File: config.mk
export PLATFORM = sky130hd
export DESIGN_NAME = dct_it_math_flat
export DESIGN_NICKNAME = d
export VERILOG_FILES = /design/src/rtl/dct_it_math_if.sv /design/src/rtl/dct_it_math.sv /design/src/flat_wrapper.sv
export SDC_FILE = /design/constraint.sdc
export NUM_CORES = 2
export LEC_CHECK = 0
export BUFFER_PORTS_ARGS = -buffer_cell sky130_fd_sc_hd__buf_2
export CORE_MARGIN = 10
export CORE_UTILIZATION = 50
export CTS_BUF_LIST = sky130_fd_sc_hd__clkbuf_8
export DETAILED_ROUTE_END_ITERATION = 12
export PLACE_DENSITY_LB_ADDON = 0.12
export SETUP_SLACK_MARGIN = 0.02
export SLEW_MARGIN = 20
export SYNTH_ARGS = -nofsm -noshare
export SYNTH_HDL_FRONTEND = slang
export SYNTH_SLANG_ARGS = --single-unit
File: constraint.sdc
create_clock -name clk -period 46.1 [get_ports clk]
set_input_delay 9.22 -clock clk [delete_from_list [all_inputs] [get_ports clk]]
set_output_delay 9.22 -clock clk [all_outputs]
set_load 0.005 [all_outputs]
File: src/rtl/dct_it_math_if.sv
// Valid-qualified coefficient/sample bus for the 8-point inverse binDCT.
// The decoder drives in_*, the transform drives out_*.
interface dct_it_math_if #(
    parameter int W_I = 16,
    parameter int W_O = 8
);
    logic                  in_valid;
    logic [7:0][W_I-1:0]   in_data;
    logic                  out_valid;
    logic [7:0][W_O-1:0]   out_data;
    logic                  out_sat;

    modport master (
        output in_valid, in_data,
        input  out_valid, out_data, out_sat
    );

    modport slave (
        input  in_valid, in_data,
        output out_valid, out_data, out_sat
    );
endinterface

File: src/rtl/dct_it_math.sv
// 8-point inverse binDCT, exact lifting inverse of dct_ft_math.
// Fully pipelined, one vector per cycle, 8-cycle latency, saturated output.
module dct_it_math #(
    parameter int W_I = 16,
    parameter int W_O = 8
) (
    input  logic        clk,
    input  logic        rst,
    dct_it_math_if.slave bus
);

    localparam int W       = W_I + 6;
    localparam int O_MAX_I = (1 << (W_O - 1)) - 1;

    typedef logic signed [W-1:0] lane_t;
    typedef lane_t vec_t [8];

    localparam lane_t O_MAX = lane_t'(O_MAX_I);
    localparam lane_t O_MIN = lane_t'(-O_MAX_I - 1);

    // Round to the nearest multiple of 8, halves away from zero.
    function automatic lane_t rnd(input lane_t u);
        lane_t q;
        logic  inc;
        q   = u >>> 3;
        inc = u[2] & (~u[W-1] | u[1] | u[0]);
        return (q + lane_t'(inc)) <<< 3;
    endfunction

    function automatic lane_t p3(input lane_t v);
        return rnd((v >>> 3) + (v >>> 2));
    endfunction

    function automatic lane_t p5(input lane_t v);
        return rnd((v >>> 3) + (v >>> 1));
    endfunction

    function automatic lane_t p7(input lane_t v);
        return rnd((v >>> 3) + (v >>> 2) + (v >>> 1));
    endfunction

    function automatic lane_t hf(input lane_t v);
        return rnd(v >>> 1);
    endfunction

    function automatic lane_t ef(input lane_t v);
        return rnd(v >>> 3);
    endfunction

    // Butterfly halvings keep the carry bit so the sum never wraps before the shift.
    function automatic lane_t hadd(input lane_t a, input lane_t b);
        logic [W:0] s;
        s = {a[W-1], a} + {b[W-1], b};
        return s[W:1];
    endfunction

    function automatic lane_t hsub(input lane_t a, input lane_t b);
        logic [W:0] s;
        s = {a[W-1], a} - {b[W-1], b};
        return s[W:1];
    endfunction

    logic [8:0]            v_q;
    vec_t                  c_q, a_q, b_q, s3_q, s4_q, s5_q, x_q;
    vec_t                  c_n, a_n, b_n, s3_n, s4_n, s5_n, x_n;
    logic [7:0][W_O-1:0]   k_q, k_n, o_q;
    logic                  k_sat_q, k_sat_n, o_sat_q;
    lane_t                 fl;

    always_comb begin
        // NOTE: every always_comb output gets a full default first so no path can infer a latch.
        c_n     = c_q;
        a_n     = c_q;
        b_n     = a_q;
        s3_n    = b_q;
        s4_n    = s3_q;
        s5_n    = s4_q;
        x_n     = s5_q;
        k_n     = '0;
        k_sat_n = 1'b0;
        fl      = '0;

        for (int i = 0; i < 8; i++) begin
            c_n[i] = lane_t'({{6{bus.in_data[i][W_I-1]}}, bus.in_data[i]}) <<< 3;
        end

        a_n[1] = hf(c_q[0]) - c_q[1];
        a_n[3] = c_q[3] - p3(c_q[2]);
        a_n[4] = c_q[4] + ef(c_q[7]);
        a_n[6] = c_q[6] + hf(c_q[5]);

        b_n[0] = a_q[0] - a_q[1];
        b_n[2] = a_q[2] + p3(a_q[3]);
        b_n[5] = a_q[5] - p7(a_q[6]);

        s3_n[0] = hadd(b_q[0], b_q[3]);
        s3_n[3] = hsub(b_q[0], b_q[3]);
        s3_n[1] = hadd(b_q[1], b_q[2]);
        s3_n[2] = hsub(b_q[1], b_q[2]);
        s3_n[4] = hadd(b_q[4], b_q[5]);
        s3_n[5] = hsub(b_q[4], b_q[5]);
        s3_n[7] = hadd(b_q[7], b_q[6]);
        s3_n[6] = hsub(b_q[7], b_q[6]);

        s4_n[5] = p5(s3_q[6]) - s3_q[5];
        s5_n[6] = s4_q[6] - p3(s4_q[5]);

        for (int i = 0; i < 4; i++) begin
            x_n[i]     = hadd(s5_q[i], s5_q[7-i]);
            x_n[7-i]   = hsub(s5_q[i], s5_q[7-i]);
        end

        for (int i = 0; i < 8; i++) begin
            fl = x_q[i] >>> 3;
            if (fl > O_MAX) begin
                k_n[i]  = O_MAX[W_O-1:0];
                k_sat_n = 1'b1;
            end else if (fl < O_MIN) begin
                k_n[i]  = O_MIN[W_O-1:0];
                k_sat_n = 1'b1;
            end else begin
                k_n[i]  = fl[W_O-1:0];
            end
        end
    end

    // Clip result is registered once more so the compare chain never reaches the port.
    always_ff @(posedge clk or posedge rst) begin
        if (rst) begin
            // NOTE: data registers are reset too, so the bus reads all-zero before the first result.
            v_q     <= '0;
            c_q     <= '{default: '0};
            a_q     <= '{default: '0};
            b_q     <= '{default: '0};
            s3_q    <= '{default: '0};
            s4_q    <= '{default: '0};
            s5_q    <= '{default: '0};
            x_q     <= '{default: '0};
            k_q     <= '0;
            k_sat_q <= 1'b0;
            o_q     <= '0;
            o_sat_q <= 1'b0;
        end else begin
            v_q <= {v_q[7:0], bus.in_valid};
            if (bus.in_valid) c_q  <= c_n;
            if (v_q[0])       a_q  <= a_n;
            if (v_q[1])       b_q  <= b_n;
            if (v_q[2])       s3_q <= s3_n;
            if (v_q[3])       s4_q <= s4_n;
            if (v_q[4])       s5_q <= s5_n;
            if (v_q[5])       x_q  <= x_n;
            if (v_q[6]) begin
                k_q     <= k_n;
                k_sat_q <= k_sat_n;
            end
            if (v_q[7]) begin
                o_q     <= k_q;
                o_sat_q <= k_sat_q;
            end
        end
    end

    assign bus.out_valid = v_q[8];
    assign bus.out_data  = o_q;
    assign bus.out_sat   = o_sat_q;

endmodule

File: src/flat_wrapper.sv
// flat-port wrapper written by rule: the top's interface ports become plain ports
module dct_it_math_flat 
#(
    parameter int W_I = 16,
    parameter int W_O = 8
)
  (clk, rst, bus_in_valid, bus_in_data, bus_out_valid, bus_out_data, bus_out_sat);
  dct_it_math_if #(.W_I(W_I), .W_O(W_O)) bus_i ();
  input  logic clk;
  input  logic rst;
  input wire logic [$bits(bus_i.in_valid)-1:0] bus_in_valid;
  input wire logic [$bits(bus_i.in_data)-1:0] bus_in_data;
  output wire logic [$bits(bus_i.out_valid)-1:0] bus_out_valid;
  output wire logic [$bits(bus_i.out_data)-1:0] bus_out_data;
  output wire logic [$bits(bus_i.out_sat)-1:0] bus_out_sat;
  assign bus_i.in_valid = bus_in_valid;
  assign bus_i.in_data = bus_in_data;
  assign bus_out_valid = bus_i.out_valid;
  assign bus_out_data = bus_i.out_data;
  assign bus_out_sat = bus_i.out_sat;
  dct_it_math #(.W_I(W_I), .W_O(W_O)) u_core (.clk(clk), .rst(rst), .bus(bus_i));
endmodule
==> flow_metrics.env <==
export IMPL_area_growth_syn_to_layout_pct=10.4
export IMPL_routabilityCongestion=0.923
export IMPL_startpoint_of_the_tightest_hold_check_path="u_core.s4_q[3]$_DFFE_PP0P_"
export IMPL_buffer_ports_inserted=196
export IMPL_worst_ep_required_time_ns=46.99
export IMPL_route_antenna_remaining_nets=0
export IMPL_cts_htree_levels=4
export IMPL_tightest_slew_ns=1.09
export IMPL_maxCapViolations=0
export IMPL_arrival_ns=13.81
export IMPL_flip_flop_and_latch_count_after_synthesis=1164
export IMPL_ys_flop_type="dfrtp_1"
export IMPL_final_area_mm2=0.0745
export IMPL_slew_limit_headroom_pct=25.3
export IMPL_synth_edff_count=0
export IMPL_cts_root_buf="clkbuf_8"
export IMPL_worstSetupEndpointType="asynchronous set/reset pin"
export IMPL_vias_per_cell=5.46
export IMPL_drc_errors=0
export IMPL_setup_slack_ns=33.18
export IMPL_run_status="completed"
export IMPL_post_place_setup_slack_ns=31.65
export IMPL_route_final_wire_length_mm=170
export IMPL_drive_gt1_share_pct=18.1
export IMPL_avgRoutedWirePerCell_um=19.6
export IMPL_finalNetCount=7492
export IMPL_post_dp_hpwl_mm=133
export IMPL_rr_startpoint="u_core.a_q[27]$_DFFE_PP0P_"
export IMPL_worstHoldPathType="flop to flop"
export IMPL_async_reset_ff_share_pct=100
export IMPL_seq_area_frac_synth_pct=43.2
export IMPL_clock_latency_ns=0.95
export IMPL_post_synth_cell_area_avg_um2=10.3
export IMPL_drt_pass1_iter_count=6
export IMPL_total_area_of_multi_input_combinational_cells_mm2=0.0356
export IMPL_worst_setup_path_startpoint="rst"
export IMPL_global_route_overflow_total=0
export IMPL_tns_ns=0
export IMPL_initialDrtViolationCount=3170
export IMPL_slew_violations=0
export IMPL_number_of_filler_instances_in_the_final_layout=11900
export IMPL_seqCellArea_mm2=0.0292
export IMPL_setup_viol_count_final=0
export IMPL_worst_setup_path_start_kind="input port"
export IMPL_initial_core_util_pct=50.4
export IMPL_syn_nets=7279
export IMPL_die_width_um=387
export IMPL_core_mm2=0.134
export IMPL_cts_hold_buffers_added=0
export IMPL_setup_worst_path_class="input port to asynchronous set/reset pin"
export IMPL_final_period_minus_worst_setup_slack_ns=12.92
export IMPL_clk_path_buf_depth=3
export IMPL_die_area_mm2=0.150
export IMPL_first_pass_grt_wire_length_mm=272
export IMPL_clkSlewWorstSetupHoldPaths_ns=0.07
export IMPL_tritoncts="yes"
export IMPL_finalClockSkew_ns=0.0421
export IMPL_cts_sink_count=1164
export IMPL_grt_max_degree=177
export IMPL_route_vias_total=47400
export IMPL_antenna_found_initial=6
export IMPL_netlist_area_mm2=0.0675
export IMPL_cts_setup_buffers=0
export IMPL_floorplan_rows=134
export IMPL_tritoncts_buffer_count=200
export IMPL_period_share_pct=28.0
export IMPL_postSynthCellCount=6551
export IMPL_cts_resized=0
export IMPL_final_hold_viols=0
export IMPL_detailed_place_area_mm2=0.0702
export IMPL_globalRouteTotalUtil_pct=22.5
export IMPL_cp_max_fo=172
export IMPL_max_freq_mhz=77.4
export IMPL_unrepaired_setup_endpoints_after_global_routing="no"
export IMPL_die_h_um=387
export IMPL_count_of_cell_types_in_the_netlist=83
export IMPL_design_portCount=197
export IMPL_via_count_of_the_first_global_routing_pass=46600
export IMPL_synth_warning_count=0
[flip-flops by register name (all words and copies together) (netlist names)]
| name | count |
|---|---|
| u_core.s3_q | 156 |
| u_core.s4_q | 156 |
| u_core.s5_q | 156 |
| u_core.b_q | 143 |
| u_core.a_q | 134 |
| u_core.x_q | 133 |
| u_core.a_n | 64 |
| u_core.bus.out_data | 64 |
| u_core.c_q | 64 |
| u_core.k_q | 64 |
| u_core.fl | 19 |
| u_core.v_q | 9 |
| u_core.bus.out_sat | 1 |
| u_core.k_sat_q | 1 |
[layout make-up]
cell class / count / share of cell area, %
Timing Repair Buffer: 244 / 1.87
Inverter: 500 / 2.53
Tap cell: 1768 / 2.97
Clock inverter: 96 / 0.894
Sequential cell: 1164 / 39.1
Antenna cell: 4 / 0.0134
Clock buffer: 259 / 4.79
Multi-Input combinational cell: 4654 / 47.8
[through the flow]
stage	instances	hold WS (ns)	utilization [%]
5_1_grt	8687	0.499	55.7
3_3_place_gp	8329	0.463	52.5
6_report	8689	0.476	55.7
4_1_cts	8684	0.482	55.6
2_1_floorplan	6551	0.352	-
3_5_place_dp	8329	0.469	52.5
[path summary, 6_finish.rpt]
| kind | endpoint | slack (ns) | cells past startpoint |
|---|---|---|---|
| setup / recovery | u_core.v_q[2]$_DFF_PP0_ | 33.18 | 7 |
| hold / removal | u_core.s5_q[3]$_DFFE_PP0P_ | 0.48 | 2 |
| setup reg to reg | u_core.b_q[65]$_DFFE_PP0P_ | 39.77 | 24 |
| hold reg to reg | u_core.s5_q[3]$_DFFE_PP0P_ | 0.48 | 2 |
| max in group clk | bus_out_data[49] | 35.41 | 1 |
| min in group asynchronous | u_core.s4_q[167]$_DFFE_PP0P_ | 8.43 | 2 |
[cell usage in the layout, fill, tap and decap left out, types with 49 or more instances in the layout]
cell      synthesis  routed
o21bai_1         90      90
inv_1           499     554
xnor2_1         397     397
dfrtp_1        1164    1156
a21o_1          102     102
o211ai_1         75      75
nand3_1         107     107
clkbuf_8          0     259
buf_2             0     195
a21oi_1         466     466
mux2_2          658     658
nor3_1          115     115
o21ai_0         361     361
ha_1            560     560
nor2_1          476     476
xor2_1          136     136
a31oi_1          57      57
nand2_1         352     352
and3_1           49      49
[synth_stat cells, types with 49 or more instances]
| cell | instances | area share, % |
|---|---|---|
| a21o_1 | 102 | 1.1 |
| a21oi_1 | 466 | 3.5 |
| a31oi_1 | 57 | 0.53 |
| and3_1 | 49 | 0.45 |
| clkbuf_1 | 211 | 1.2 |
| dfrtp_1 | 1164 | 43 |
| ha_1 | 560 | 10 |
| inv_1 | 499 | 2.8 |
| mux2_2 | 658 | 11 |
| nand2_1 | 352 | 2.0 |
| nand3_1 | 107 | 0.79 |
| nor2_1 | 476 | 2.6 |
| nor3_1 | 115 | 0.85 |
| o211ai_1 | 75 | 0.83 |
| o21ai_0 | 361 | 2.7 |
| o21bai_1 | 90 | 1.0 |
| xnor2_1 | 397 | 5.2 |
| xor2_1 | 136 | 1.8 |
[critical path: stages]
cell and delay [ns]:
buf_2 0.13, inv_8 0.55, buf_12 0.70, buf_4 0.80
buf_4 0.78, buf_4 0.62, buf_6 0.62
[cell families after synthesis]
family,count (synthesis),synth area share [%]
fa+ha+maj,597,11.5
mux,682,11.3
buf+inv,733,4.08
compound gates,1472,13.6
flops,1164,43.2
xor+xnor,534,6.95
simple gates,1369,9.39
[routing by layer]
metal  vias to the layer above  global-route usage (%)  part of all wire, %
li1                      23500                       -                    -
met1                     22800                    32.8                   50
met2                       884                    34.0                   43
met3                       242                    3.53                  3.9
met4                         6                    7.62                  3.2
met5                         -                       0                0.020
Power is left out: the tool's default activity adds up to more than one toggle a clock period on the data nets, which glitch-free logic cannot reach.
